--- config.mk ---
export PLATFORM = sky130hd
export DESIGN_NAME = mem_port_arbiter
export DESIGN_NICKNAME = d
export VERILOG_FILES = /design/src/rtl/cpu_pkg.sv /design/src/rtl/mem_wait_counter.sv /design/src/rtl/mem_port_arbiter.sv
export SDC_FILE = /design/constraint.sdc
export NUM_CORES = 1
export LEC_CHECK = 0
export ABC_AREA = 1
export CORE_ASPECT_RATIO = 0.7
export CORE_UTILIZATION = 46
export CTS_BUF_LIST = sky130_fd_sc_hd__clkbuf_8 sky130_fd_sc_hd__clkbuf_16
export CTS_CLUSTER_DIAMETER = 40
export CTS_CLUSTER_SIZE = 25
export DETAILED_ROUTE_END_ITERATION = 10
export PLACE_DENSITY = 0.95
export SLEW_MARGIN = 5
export SYNTH_ARGS = -nofsm -noshare
export SYNTH_HDL_FRONTEND = slang
export SYNTH_SLANG_ARGS = --single-unit
--- constraint.sdc ---
create_clock -name clk -period 8.56 [get_ports clk]
set_clock_uncertainty 0.2 [all_clocks]
set_input_delay 1.712 -clock clk [delete_from_list [all_inputs] [get_ports clk]]
set_output_delay 1.712 -clock clk [all_outputs]
set_load 0.05 [all_outputs]
--- src/rtl/cpu_pkg.sv ---
// Shared pipeline encodings: memory arbiter states and grant identifiers.
// The hazard unit reuses the same encodings.
package cpu_pkg;

  typedef enum logic [1:0] {
    StIdle  = 2'd0,
    StAccIf = 2'd1,
    StAccDm = 2'd2,
    StDone  = 2'd3
  } arb_state_e;

  localparam logic GNT_IF = 1'b0;
  localparam logic GNT_DM = 1'b1;

  localparam int unsigned CNT_W = 4;

  // DM wins unless it was the previous grant and IF is also pending.
  function automatic logic pick_dm(input logic if_pend, input logic dm_pend,
                                   input logic last_grant);
    return dm_pend & (~if_pend | (last_grant == GNT_IF));
  endfunction

endpackage

--- src/rtl/mem_wait_counter.sv ---
// Loadable wait-state down-counter; zero flags the last memory cycle of an access.
module mem_wait_counter
  import cpu_pkg::*;
#(
  parameter int unsigned MEM_LAT = 2
) (
  input  logic clk,
  input  logic rst,
  input  logic load,
  input  logic dec,
  output logic zero
);

  localparam logic [CNT_W-1:0] LoadVal = CNT_W'(MEM_LAT - 1);

  logic [CNT_W-1:0] cnt_q, cnt_d;

  always_comb begin
    cnt_d = cnt_q;
    if (load) begin
      cnt_d = LoadVal;
    end else if (dec && (cnt_q != '0)) begin
      cnt_d = cnt_q - 1'b1;
    end
  end

  always_ff @(posedge clk or posedge rst) begin
    if (rst) begin
      cnt_q <= '0;
    end else begin
      cnt_q <= cnt_d;
    end
  end

  assign zero = (cnt_q == '0);

endmodule

--- src/rtl/mem_port_arbiter.sv ---
// Shares one memory port between instruction fetch and data access, sequencing each
// access over MEM_LAT cycles and returning registered data with a one-cycle ready.
module mem_port_arbiter
  import cpu_pkg::*;
#(
  parameter int unsigned ADDR_W  = 32,
  parameter int unsigned DATA_W  = 32,
  parameter int unsigned MEM_LAT = 2
) (
  input  logic              clk,
  input  logic              rst,
  input  logic              if_req,
  input  logic [ADDR_W-1:0] if_addr,
  output logic [DATA_W-1:0] if_rdata,
  output logic              if_ready,
  input  logic              dm_req,
  input  logic              dm_we,
  input  logic [ADDR_W-1:0] dm_addr,
  input  logic [DATA_W-1:0] dm_wdata,
  output logic [DATA_W-1:0] dm_rdata,
  output logic              dm_ready,
  output logic              mem_en,
  output logic              mem_we,
  output logic [ADDR_W-1:0] mem_addr,
  output logic [DATA_W-1:0] mem_wdata,
  input  logic [DATA_W-1:0] mem_rdata,
  output logic              stall_if,
  output logic              stall_mem
);

  arb_state_e        state_q, state_d;
  logic              last_grant_q, last_grant_d;
  logic [ADDR_W-1:0] addr_q, addr_d;
  logic [DATA_W-1:0] wdata_q, wdata_d;
  logic              we_q, we_d;
  logic [DATA_W-1:0] if_rdata_q, if_rdata_d;
  logic [DATA_W-1:0] dm_rdata_q, dm_rdata_d;
  logic              if_ready_q, if_ready_d;
  logic              dm_ready_q, dm_ready_d;
  logic              cnt_load, cnt_dec, cnt_zero;
  logic              if_pend, dm_pend;

  mem_wait_counter #(
    .MEM_LAT(MEM_LAT)
  ) u_wait_cnt (
    .clk (clk),
    .rst (rst),
    .load(cnt_load),
    .dec (cnt_dec),
    .zero(cnt_zero)
  );

  // A port whose ready is high this cycle has just been served and is masked.
  assign if_pend = if_req & ~if_ready_q;
  assign dm_pend = dm_req & ~dm_ready_q;

  always_comb begin
    state_d      = state_q;
    last_grant_d = last_grant_q;
    addr_d       = addr_q;
    wdata_d      = wdata_q;
    we_d         = we_q;
    if_rdata_d   = if_rdata_q;
    dm_rdata_d   = dm_rdata_q;
    if_ready_d   = 1'b0;
    dm_ready_d   = 1'b0;
    cnt_load     = 1'b0;
    cnt_dec      = 1'b0;

    unique case (state_q)
      StIdle, StDone: begin
        if (pick_dm(if_pend, dm_pend, last_grant_q)) begin
          state_d      = StAccDm;
          addr_d       = dm_addr;
          wdata_d      = dm_wdata;
          we_d         = dm_we;
          last_grant_d = GNT_DM;
          cnt_load     = 1'b1;
        end else if (if_pend) begin
          state_d      = StAccIf;
          addr_d       = if_addr;
          wdata_d      = '0;
          we_d         = 1'b0;
          last_grant_d = GNT_IF;
          cnt_load     = 1'b1;
        end else begin
          state_d = StIdle;
        end
      end
      StAccIf: begin
        if (cnt_zero) begin
          if_rdata_d = mem_rdata;
          if_ready_d = 1'b1;
          state_d    = StDone;
        end else begin
          cnt_dec = 1'b1;
        end
      end
      StAccDm: begin
        if (cnt_zero) begin
          if (!we_q) begin
            dm_rdata_d = mem_rdata;
          end
          dm_ready_d = 1'b1;
          state_d    = StDone;
        end else begin
          cnt_dec = 1'b1;
        end
      end
      default: state_d = StIdle;
    endcase
  end

  always_ff @(posedge clk or posedge rst) begin
    if (rst) begin
      state_q      <= StIdle;
      last_grant_q <= GNT_IF;
      addr_q       <= '0;
      wdata_q      <= '0;
      we_q         <= 1'b0;
      if_rdata_q   <= '0;
      dm_rdata_q   <= '0;
      if_ready_q   <= 1'b0;
      dm_ready_q   <= 1'b0;
    end else begin
      state_q      <= state_d;
      last_grant_q <= last_grant_d;
      addr_q       <= addr_d;
      wdata_q      <= wdata_d;
      we_q         <= we_d;
      if_rdata_q   <= if_rdata_d;
      dm_rdata_q   <= dm_rdata_d;
      if_ready_q   <= if_ready_d;
      dm_ready_q   <= dm_ready_d;
    end
  end

  // Decoded from state so an asynchronous reset drops the enable immediately.
  assign mem_en    = (state_q == StAccIf) || (state_q == StAccDm);
  assign mem_we    = (state_q == StAccDm) && we_q;
  assign mem_addr  = addr_q;
  assign mem_wdata = wdata_q;

  assign if_rdata  = if_rdata_q;
  assign dm_rdata  = dm_rdata_q;
  assign if_ready  = if_ready_q;
  assign dm_ready  = dm_ready_q;
  assign stall_if  = if_req & ~if_ready_q;
  assign stall_mem = dm_req & ~dm_ready_q;

endmodule

# Yosys cells after proc, flatten, opt, wreduce, memory -nomap -nowiden

Index checks and enable logic that the tools add are counted.
W data, S select, Z words.

Register bits: 138
Input port bits: 133
Output and inout bits: 134
Logic and storage cells: 58

$add $sub $neg: 1
Eq/ne operators: 4
Bitwise operators: 9
Multiplexer cells: 21
Reduce and logical (&&, ||, !) cells: 13

Operators with widths:

| cell                  | count |
|---|---|
| $mux W32              | 4 |
| $mux W1               | 12 |
| $mux W4               | 2 |
| $not A1 Y1            | 5 |
| $eq A2 B2 Y1 const B  | 2 |
| $logic_not A4 Y1      | 1 |
| $mux W2               | 2 |
| $pmux W2 S2           | 1 |
| $reduce_and A2 Y1     | 2 |
| $reduce_bool A2 Y1    | 2 |
| $reduce_bool A4 Y1    | 1 |
| $reduce_or A2 Y1      | 2 |
| $sub A4 B1 Y4 const B | 1 |
| $and A1 B1 Y1         | 3 |
| $reduce_and A3 Y1     | 1 |
| $eq A2 B1 Y1 const B  | 1 |
| $logic_and A1 B1 Y1   | 2 |
| $logic_not A2 Y1      | 1 |
| $ne A2 B1 Y1 const B  | 1 |
| $logic_or A1 B1 Y1    | 1 |
| $or A1 B1 Y1          | 1 |

# Longest topological paths before layout

Depth after elaboration: 8
Depth in mapped cells: 9
Depth with buffers taken out: 7

# By module

A second synthesis with hierarchy kept.

Cells, all modules: 730
Area total of the unflattened synthesis: 6263.5 um2

By module, submodules not included:

| module           | times used | area an instance (um2) | sequential area each (um2) | cells each |
|---|---|---|---|---|
| mem_port_arbiter | 1          | 6004.5                 | 3353.2                     | 694 |
| mem_wait_counter | 1          | 259.0                  | 100.1                      | 36 |

# Worst setup path after synthesis

OpenSTA, ideal clock, no wires.

Path type: in2out
Start point: input dm_req
End point: output stall_mem
Data required time: 6.648 ns
Path slack: 4.387 ns
Stages: 3
Data arrival time: 2.261 ns
Buffers on the path: 1
Path through: inv_1 nor2_4 buf_2

Word-level cells in the longest chain between the ends: 1

RTL lines:

| item            | RTL line                | source |
|---|---|---|
| start, declared | mem_port_arbiter.sv:16  | `input logic dm_req,` |
| $and A1 B1 Y1   | mem_port_arbiter.sv:149 | `assign stall_mem = dm_req & ~dm_ready_q;` |
| end, declared   | mem_port_arbiter.sv:28  | `output logic stall_mem` |

No other way between the ends.

# Worst setup path after layout

Ends and elaborated chain as after synthesis.

==> results by group <==
Die
  • Placeable Area: around 0.013 sq mm
  • Row count: 34
  • I/O pin count: between 200 and 300
  • Die ar.: approximately 0.014 sq mm
  • Die W: between 100 and 150 um
  • Starting density of the core: approximately 48%
  • Die Y: slightly below 100 um

Yosys
  • Synth area leaders: dfrtp_1 (57%), nand2_1 (17%), o21ai_2 (7.9%)
  • Yosys cell types: 27
  • Synth top area share: between 50% and 60%
  • Post-Syn Instances: between 600 and 700
  • Most frequent cell after synthesis: nand2_1
  • Sequential area share after synthesis: about 57%
  • Mapped Nets: between 800 and 900
  • Avg Inst Size Synth: between 8 and 9 sq um
  • Post-synth EDFFs: 0
  • YS warnings: 0
  • Mapped Area: about 0.0061 sq mm
  • Post-synthesis register bit count: around 140
  • FFs w/ async S/R, synth: 100%
  • Commonest cells post-synth: nand2_1 (272), dfrtp_1 (138), inv_1 (78), o21ai_2 (55), nand3_1 (37)
  • Top FF cell, synth: dfrtp_1
  • Leading area contributor after synthesis: dfrtp_1

Timing
  • Fmax: 174 MHz
  • Final TNS setup: 0 ns
  • RSZ-0062 raised after global routing: false
  • Final Cycle Share: 67.3%
  • Max-slew violation count: 0
  • Final setup violation count: 0
  • Tmin final: a little under 6 ns
  • Worst Setup Slack, final: 2.80 ns
  • Rel. slew slack: 36.3%
  • Final hold vios: 0
  • Actual slew at the worst max-slew pin: roughly 0.96 ns

Clock network
  • TritonCTS clock tree: yes
  • # resized after CTS: 0
  • CTS max path bufs: 2
  • Num CTS Buffers: 17
  • CTS sink count: around 140
  • Clk_lat worst skew: 0.40 ns
  • CTS root buf: clkbuf_16
  • CTS Hold Bufs: 0
  • Reg clk slew, reported paths: 0.06 ns
  • H-tree depth: 4
  • Post-CTS Repair Setup Buffers: 0

Critical path
  • Crit-path max FO: 35
  • CP arrival: 3.85 ns
  • Kind of critical path: in2out
  • FF-to-FF End: state_q[0]$_DFFE_PP0P_
  • Worst reg-to-reg path cell count: 4
  • Setup crit end kind: output port
  • R2r setup slk: 5.96 ns
  • Critical Path RT: 6.65 ns
  • Worst r2r src: dm_ready$_DFF_PP0_
  • Startpoint Class: input port
  • Crit. Startpoint: dm_req

Pwr
  • VDD IR max: about 0.25 mV
  • Logic pwr share: approximately 58%
  • Leak pwr: about 4.6 nW
  • PD cells: around 470 mW/mm^2
  • P_sw: ~2.2 mW
  • Clock share of power: 16.6%
  • P_int: approximately 2.2 mW
  • Reg power frac: between 20% and 30%
  • Sw frac: 50.0%

Final layout
  • Multi-input combinational cell area: between 0.002 and 0.0025 sq mm
  • Register Area: 0.00345 sq mm
  • Synth-to-Final Area Change: 52.7%
  • Final #Nets: 1072
  • Fillers: a little over 900
  • Fraction of layout cells with a size suffix above 1: a little over a tenth
  • Diodes inserted: 0
  • Finished Cell Area: between 0.009 and 0.01 sq mm

Detailed routing
  • Via density: 4.75
  • Remaining DRCs: 0
  • Post-Route WL: around 16 mm
  • 1st-iter DRT viols: approximately 250
  • Post-DR wirelength/cell: between 10 and 15 um
  • DRT Pass-1 Iters: 5
  • DR WL met3: about 1.4 mm
  • Top sig layer: met4
  • Met2 wire length: a little over 8 mm
  • Final ANT Viol Nets: 0
  • Metal-1 WL: 6.52 mm
  • Via count: 5264

Placed design
  • Place WS: about 2.8 ns
  • RD Place Congestion: slightly below 0.8
  • Placed inst area: ~0.0087 sq mm
  • PortBufs: roughly 270
  • Detailed Place HPWL: approximately 12 mm

Global route
  • First-pass GRT wire length: ~26 mm
  • GRT Util Overall: between 20% and 30%
  • Initial antenna violation count: 0
  • GRT overflow: 0
  • Largest net degree at the start of global routing: approximately 80
  • Vias in the first global route: ~5300

Min path
  • Number of cells on the worst hold path: 2
  • Hold crit path type: reg2reg
  • Hold Startpoint: mem_addr[8]$_DFFE_PP0P_
  • Hold EP: mem_addr[8]$_DFFE_PP0P_

Run status
  • Status: finished, final reports clean

Run
  • Max-cap violation count: 0
how the worst max path moves through the flow:
stage,end,slack (ns),depth (start not counted)
floorplan,dm_rdata[0]$_DFFE_PP0P_,2.95,1
detailed placement,stall_mem,2.78,4
CTS,stall_mem,2.78,4
finish,stall_mem,2.80,4
global placement,stall_mem,2.80,4
global route,stall_mem,2.69,4
power by group through the flow:
stage               Clock (mW)  Sequential (mW)  Combinational (mW)
global route             0.772             1.17                2.68
global placement             0             1.12                2.49
detailed placement           0             1.14                2.54
CTS                      0.742             1.13                2.55
floorplan                    0             2.11               0.750
finish                   0.726             1.13                2.53
through the flow:
step,utilization [%],hold WS [ns],power [mW],cells
floorplan,-,0.262,2.86,683
global placement,68.9,0.261,3.62,1078
detailed placement,68.9,0.266,3.68,1078
CTS,73.5,0.280,4.43,1109
global route,73.5,0.293,4.62,1109
finish,73.5,0.276,4.39,1109
metal layers:
layer | GRT usage [%] | vias to the layer above
met3 | 8.44 | 21
met1 | 28.7 | 2462
met4 | 7.86 | 0
li1 | - | 2610
met5 | 0 | -
met2 | 42.8 | 171
worst max-delay path, cell delays in order:
cell and delay (ns):
clkdlybuf4s50_1 0.48, inv_1 0.07, nor2_4 0.64, clkdlybuf4s50_1 0.95
sequential cells by signal, summed over array words and instances (netlist names), 2 cells and up:
name	flops
mem_wdata	32
u_wait_cnt.cnt_q	4
if_rdata	32
dm_rdata	32
mem_addr	32
state_q	2
kinds of logic after synthesis:
logic type	synth area share (%)
AND/OR/NAND/NOR	21.5
AO/OA/AOI/OAI	11.8
flip-flops	56.6
buffers and inverters	9.37
adder cells (fa/ha/maj)	0.820
area by class of cell:
cell class                      instances  share of cell area (%)
Sequential cell                       138                    37.0
Timing Repair Buffer                  268                    28.7
Clock inverter                         12                    1.50
Inverter                               82                    3.36
Clock buffer                           19                    4.86
Tap cell                              162                    2.17
Multi-Input combinational cell        428                    22.3
layout by cell type, fill, tap and decap left out, types with 4 or more instances in the layout:
cell	n
inv_6	4
o21ai_2	55
inv_1	77
ha_1	4
clkdlybuf4s50_1	266
o21ai_1	30
nand3_1	37
clkbuf_16	17
o21ai_0	14
dfrtp_1	138
nand2_1	271
inv_2	4
No activity file was read; power rests on OpenSTA's default activity.
